[config.mk]
export PLATFORM = sky130hd
export DESIGN_NAME = seq_bit_serializer
export DESIGN_NICKNAME = d
export VERILOG_FILES = /design/src/rtl/seq_pkg.sv /design/src/rtl/seq_bit_serializer.sv
export SDC_FILE = /design/constraint.sdc
export NUM_CORES = 1
export LEC_CHECK = 0
export ABC_AREA = 1
export BUFFER_PORTS_ARGS = -buffer_cell sky130_fd_sc_hd__buf_2
export CORE_UTILIZATION = 46
export DETAILED_ROUTE_END_ITERATION = 12
export GPL_TIMING_DRIVEN = 0
export HOLD_SLACK_MARGIN = 0.1
export PLACE_DENSITY_LB_ADDON = 0.2
export SETUP_SLACK_MARGIN = 0.1
export SYNTH_ARGS = -nofsm -noshare
export SYNTH_HDL_FRONTEND = slang
export SYNTH_SLANG_ARGS = --single-unit
[constraint.sdc]
create_clock -name clk -period 1.7 [get_ports clk]
set_input_delay 0.255 -clock clk [delete_from_list [all_inputs] [get_ports clk]]
set_output_delay 0.255 -clock clk [all_outputs]
set_load 0.02 [all_outputs]
[src/rtl/seq_pkg.sv]
// Shared definitions for the mod-3 detection path:
// serializer FSM states and default word width.
package seq_pkg;

    localparam int SEQ_WIDTH = 8;

    typedef enum logic {
        IDLE  = 1'b0,
        SHIFT = 1'b1
    } state_t;

endpackage

[src/rtl/seq_bit_serializer.sv]
// Parallel-to-serial feeder, MSB first, with start-of-number
// and end-of-word markers for the downstream mod-3 detector.
module seq_bit_serializer
    import seq_pkg::*;
#(
    parameter int WIDTH = SEQ_WIDTH
) (
    input  logic             clk,
    input  logic             rst,
    input  logic             in_vld,
    output logic             in_rdy,
    input  logic [WIDTH-1:0] in_data,
    input  logic             in_sof,
    input  logic             ser_en,
    output logic             ser_bit,
    output logic             ser_vld,
    output logic             ser_sof,
    output logic             ser_eow,
    output logic             busy
);

    localparam int CNT_W = $clog2(WIDTH);
    localparam logic [CNT_W-1:0] LAST = CNT_W'(WIDTH - 1);

    state_t           r_state;
    state_t           w_state_nxt;
    logic [CNT_W-1:0] r_cnt;
    logic [CNT_W-1:0] w_cnt_inc;
    logic [WIDTH-1:0] r_shift;
    logic             r_vld;
    logic             r_sof;
    logic             r_eow;
    logic             w_last;
    logic             w_rdy;
    logic             w_load;
    logic             w_shift;

    assign w_cnt_inc = r_cnt + CNT_W'(1);
    assign w_last    = (r_cnt == LAST);

    // Ready never looks at in_vld; only state, count and stall.
    always_comb begin
        w_state_nxt = r_state;
        w_rdy       = 1'b0;
        w_load      = 1'b0;
        w_shift     = 1'b0;
        unique case (r_state)
            IDLE: begin
                w_rdy = 1'b1;
                if (in_vld) begin
                    w_load      = 1'b1;
                    w_state_nxt = SHIFT;
                end
            end
            SHIFT: begin
                if (ser_en) begin
                    if (w_last) begin
                        w_rdy = 1'b1;
                        if (in_vld) begin
                            w_load = 1'b1;
                        end else begin
                            w_state_nxt = IDLE;
                        end
                    end else begin
                        w_shift = 1'b1;
                    end
                end
            end
            default: begin
                w_state_nxt = IDLE;
            end
        endcase
    end

    always_ff @(posedge clk or posedge rst) begin
        if (rst) begin
            r_state <= IDLE;
            r_cnt   <= '0;
            r_shift <= '0;
            r_vld   <= 1'b0;
            r_sof   <= 1'b0;
            r_eow   <= 1'b0;
        end else begin
            r_state <= w_state_nxt;
            if (w_load) begin
                r_shift <= in_data;
                r_cnt   <= '0;
                r_vld   <= 1'b1;
                r_sof   <= in_sof;
                r_eow   <= 1'b0;
            end else if (w_shift) begin
                r_shift <= {r_shift[WIDTH-2:0], 1'b0};
                r_cnt   <= w_cnt_inc;
                r_sof   <= 1'b0;
                r_eow   <= (w_cnt_inc == LAST);
            end else if (w_state_nxt == IDLE) begin
                r_shift <= '0;
                r_cnt   <= '0;
                r_vld   <= 1'b0;
                r_sof   <= 1'b0;
                r_eow   <= 1'b0;
            end
        end
    end

    assign in_rdy  = w_rdy & ~rst;
    assign ser_bit = r_shift[WIDTH-1];
    assign ser_vld = r_vld;
    assign ser_sof = r_sof;
    assign ser_eow = r_eow;
    assign busy    = (r_state == SHIFT);

endmodule
==> impl_metrics.yaml <==
global_routing:
  grt_pass1_wl_um: 3020
  globalRouteOverflowTotal: 0
  grt_pass1_vias: 687
  antenna_found_initial: 0
  grt_max_degree: 16
  grt_use_total_pct: 22.5
synth:
  syn_inst: 81
  ys.flop_type: "dfrtp_1"
  synth-simple-area-share_pct: 33.7
  synth_edf_count: 0
  synth.distinct_cells: 17
  synth_top_family_by_area: "simple AND/OR/NAND/NOR gates"
  yosysTopAreaCellShare_pct: 48.8
  netlist_area_um2: 769
  syn_avg_cell_area_um2: 9.50
  synth_seq_area_share_pct: 48.8
  yosys-top-cells-area: "dfrtp_1 49%, nand2_1 9.3%, nand3_1 7.8%"
  yosysMostFrequentCell: "nand2_1"
  async_flop_share_pct: 100
  synth_fa_ha_area_share_pct: 4.88
  yosysWarnings: 0
  synth-compound-area-share_pct: 3.09
  yosysTopAreaCell: "dfrtp_1"
  syn_nets: 97
  synth_xor_area_share_pct: 0
  synth_mux_area_share_pct: 0
  synth_seq_cells: 15
  synth_common_cells: "19 x nand2_1, 15 x dfrtp_1, 12 x nand3_1, 7 x nand4_1, 5 x nand3_2"
cts:
  numCtsBuffers: 3
  path_clk_slew_ps: 90
  cts_root_buffer: "clkbuf_4"
  cts_buffer_depth: 2
  htreeDepth: 1
  cts_tree: "built"
  clkLatencyLatePin_ps: 280
  clock_sinks: 15
final_layout:
  seq_area_um2: 375
  multiInputGateArea_um2: 343
  drive_above_1_share_pct: 40.9
  antenna_cells: 0
  fill_cells: 137
  nets: 127
  area_growth_pct: 28.9
timing:
  relSlewSlack_pct: 61.0
  tns_ps: 0
  rsz0062_at_grt: "true"
  maxSlewViolCount: 0
  clock.fmax_mhz: 600
  final-setup-viol-count: 0
  tightestPinTransition_ps: 584
  period_needed_ps: 1670
  hold_violations: 0
  skew_ps: 1.32
  fin_crit_sh_pct: 98.0
power:
  powerDensity_nw_per_um2: 1190
  vdd_drop_max_mv: 0.610
  clkPwrFrac_pct: 17.4
  combPwrFrac_pct: 38.1
  p_leak_nw: 0.534
  p_int_uw: 763
  seq_power_share_pct: 44.5
  power_mw: 1.18
  swShare_pct: 35.2
  p_sw_uw: 415
detailed_routing:
  top_layer_used: "met4"
  vias: 684
  wl_per_cell_um: 14.1
  ant_nets: 0
  wl_met2_um: 931
  wl_met3_um: 69
  finalWirelength_um: 1770
  viasPerCell: 5.43
  dr.pass1.iters: 4
  drtIter0Drc: 28
  drc_errors: 0
  m1WireLength_um: 752
hold_path:
  hold_end: "busy"
  hold_class: "in2reg"
  min_from: "in_vld"
  hold_depth: 2
floorplanning:
  core_um2: 1540
  die_area_um2: 1840
  rows: 14
  initial_core_util_pct: 49.9
  fp.dieH_um: 42.9
  ioPinCount: 19
  dieWidth_um: 42.9
setup_path:
  path_cells: "ha_2, ha_4, nand2_2, nand2_2, inv_2, nor2_4, buf_6"
  reg2reg_to: "r_shift[5]"
  cp-end-kind: "primary output"
  worstRegToRegCells: 9
  cp.required_ps: 1440
  arrival_ps: 1410
  cpLargestDelayFamily: "flip-flops"
  cp_num_buf_inv: 2
  reg2reg_from: "r_cnt[0]"
  crit_slowest_cell: "dfrtp_1"
  r2r_slack_ps: 170
  cp_slowest_stage_delay_ps: 400
  crit_type: "reg2out"
  startpoint_type: "flop"
  cp_max_fo: 2
  crit_path_frequent_cell: "nand2_2"
place:
  port_buffers: 17
  place_hpwl_um: 1120
  place.gp.congestion: 0.766
flow_run:
  drv_cap: 0
run_status:
  status: "complete, no violations"
[placed cells by master (no fill, tap or decap)]
cell type	count
nand2_1	19
buf_2	16
dfrtp_1	15
nand3_1	12
nand4_1	7
buf_4	7
buf_6	5
nand3_2	5
inv_1	4
o21ai_0	3
clkbuf_4	3
nand2_2	2
clkbuf_1	2
nor2_4	2
inv_4	1
o21ai_2	1
inv_2	1
or2_1	1
ha_1	1
ha_2	1
ha_4	1
dlygate4sd3_1	1
[timing repair]
item,in CTS,in global routing
gates cloned,0,0
gates resized for setup,4,3
pin swaps,3,2
hold buffers,1,0
setup endpoints to repair,1,1
hold endpoints to repair,15,0
setup buffers,5,2
[worst register-to-register path, delay by kind of cell, from the launching register on]
kind	cells	cell delay, ps
DFF	1	400
and+or+nand+nor	4	270
buffers and inverters	3	380
adders and majority gates	2	370
[final cells by class]
| type | instances | area share, % |
|---|---|---|
| clock buffers | 4 | 2.65 |
| repair buffers | 25 | 15.5 |
| flip-flops and latches | 15 | 37.8 |
| well taps | 16 | 2.02 |
| inverters | 6 | 2.52 |
| multi-input cells | 55 | 34.6 |
| plain buffers | 5 | 4.92 |
[registers in the layout, summed over array words and instances (netlist names)]
register,count
ser_vld,1
busy,1
ser_sof,1
ser_eow,1
r_cnt,3
r_shift,8
[worst max-delay path by stage]
stage          startpoint        to  slack [ps]  cells past startpoint
6_report         r_cnt[0]    in_rdy          30                      7
5_1_grt          r_cnt[0]    in_rdy          -8                      7
4_1_cts          r_cnt[1]    in_rdy          60                      7
3_5_place_dp     r_cnt[0]  r_cnt[1]         210                      5
3_3_place_gp     r_cnt[0]  r_cnt[1]         230                      5
2_1_floorplan    r_cnt[0]    in_rdy         340                      6
[kinds of logic after synthesis]
| kind of cell | count (synthesis) |
|---|---|
| flops | 15 |
| simple gates | 48 |
| compound gates | 4 |
| buf+inv | 11 |
| fa+ha+maj | 3 |
[per-stage QoR]
step                      setup WS [ps]  utilization (%)  area (µm²)  hold WS [ps]  std cells
after floorplan                     339                -         769           156         81
after global placement              233             56.7         875           356        114
after detailed placement            208             56.7         875           354        114
after CTS                          56.2             62.7         966           172        124
after global routing              -8.50             64.4         992           186        126
final                              33.9             64.4         992           172        126
[power groups by stage]
stage               clock network, mW  logic, mW  registers (mW)
global placement                    0      0.344           0.521
CTS                             0.208      0.429           0.519
floorplan                           0      0.221           0.559
finish                          0.205      0.449           0.524
global route                    0.220      0.507           0.537
detailed placement                  0      0.359           0.527
[routing by layer]
| layer | vias to the layer above | track usage [%] |
|---|---|---|
| met4 | 0 | 7.50 |
| li1 | 331 | - |
| met3 | 4 | 5.11 |
| met1 | 326 | 29.6 |
| met5 | - | 0 |
| met2 | 23 | 36.4 |
No activity file was read; power rests on OpenSTA's default activity.
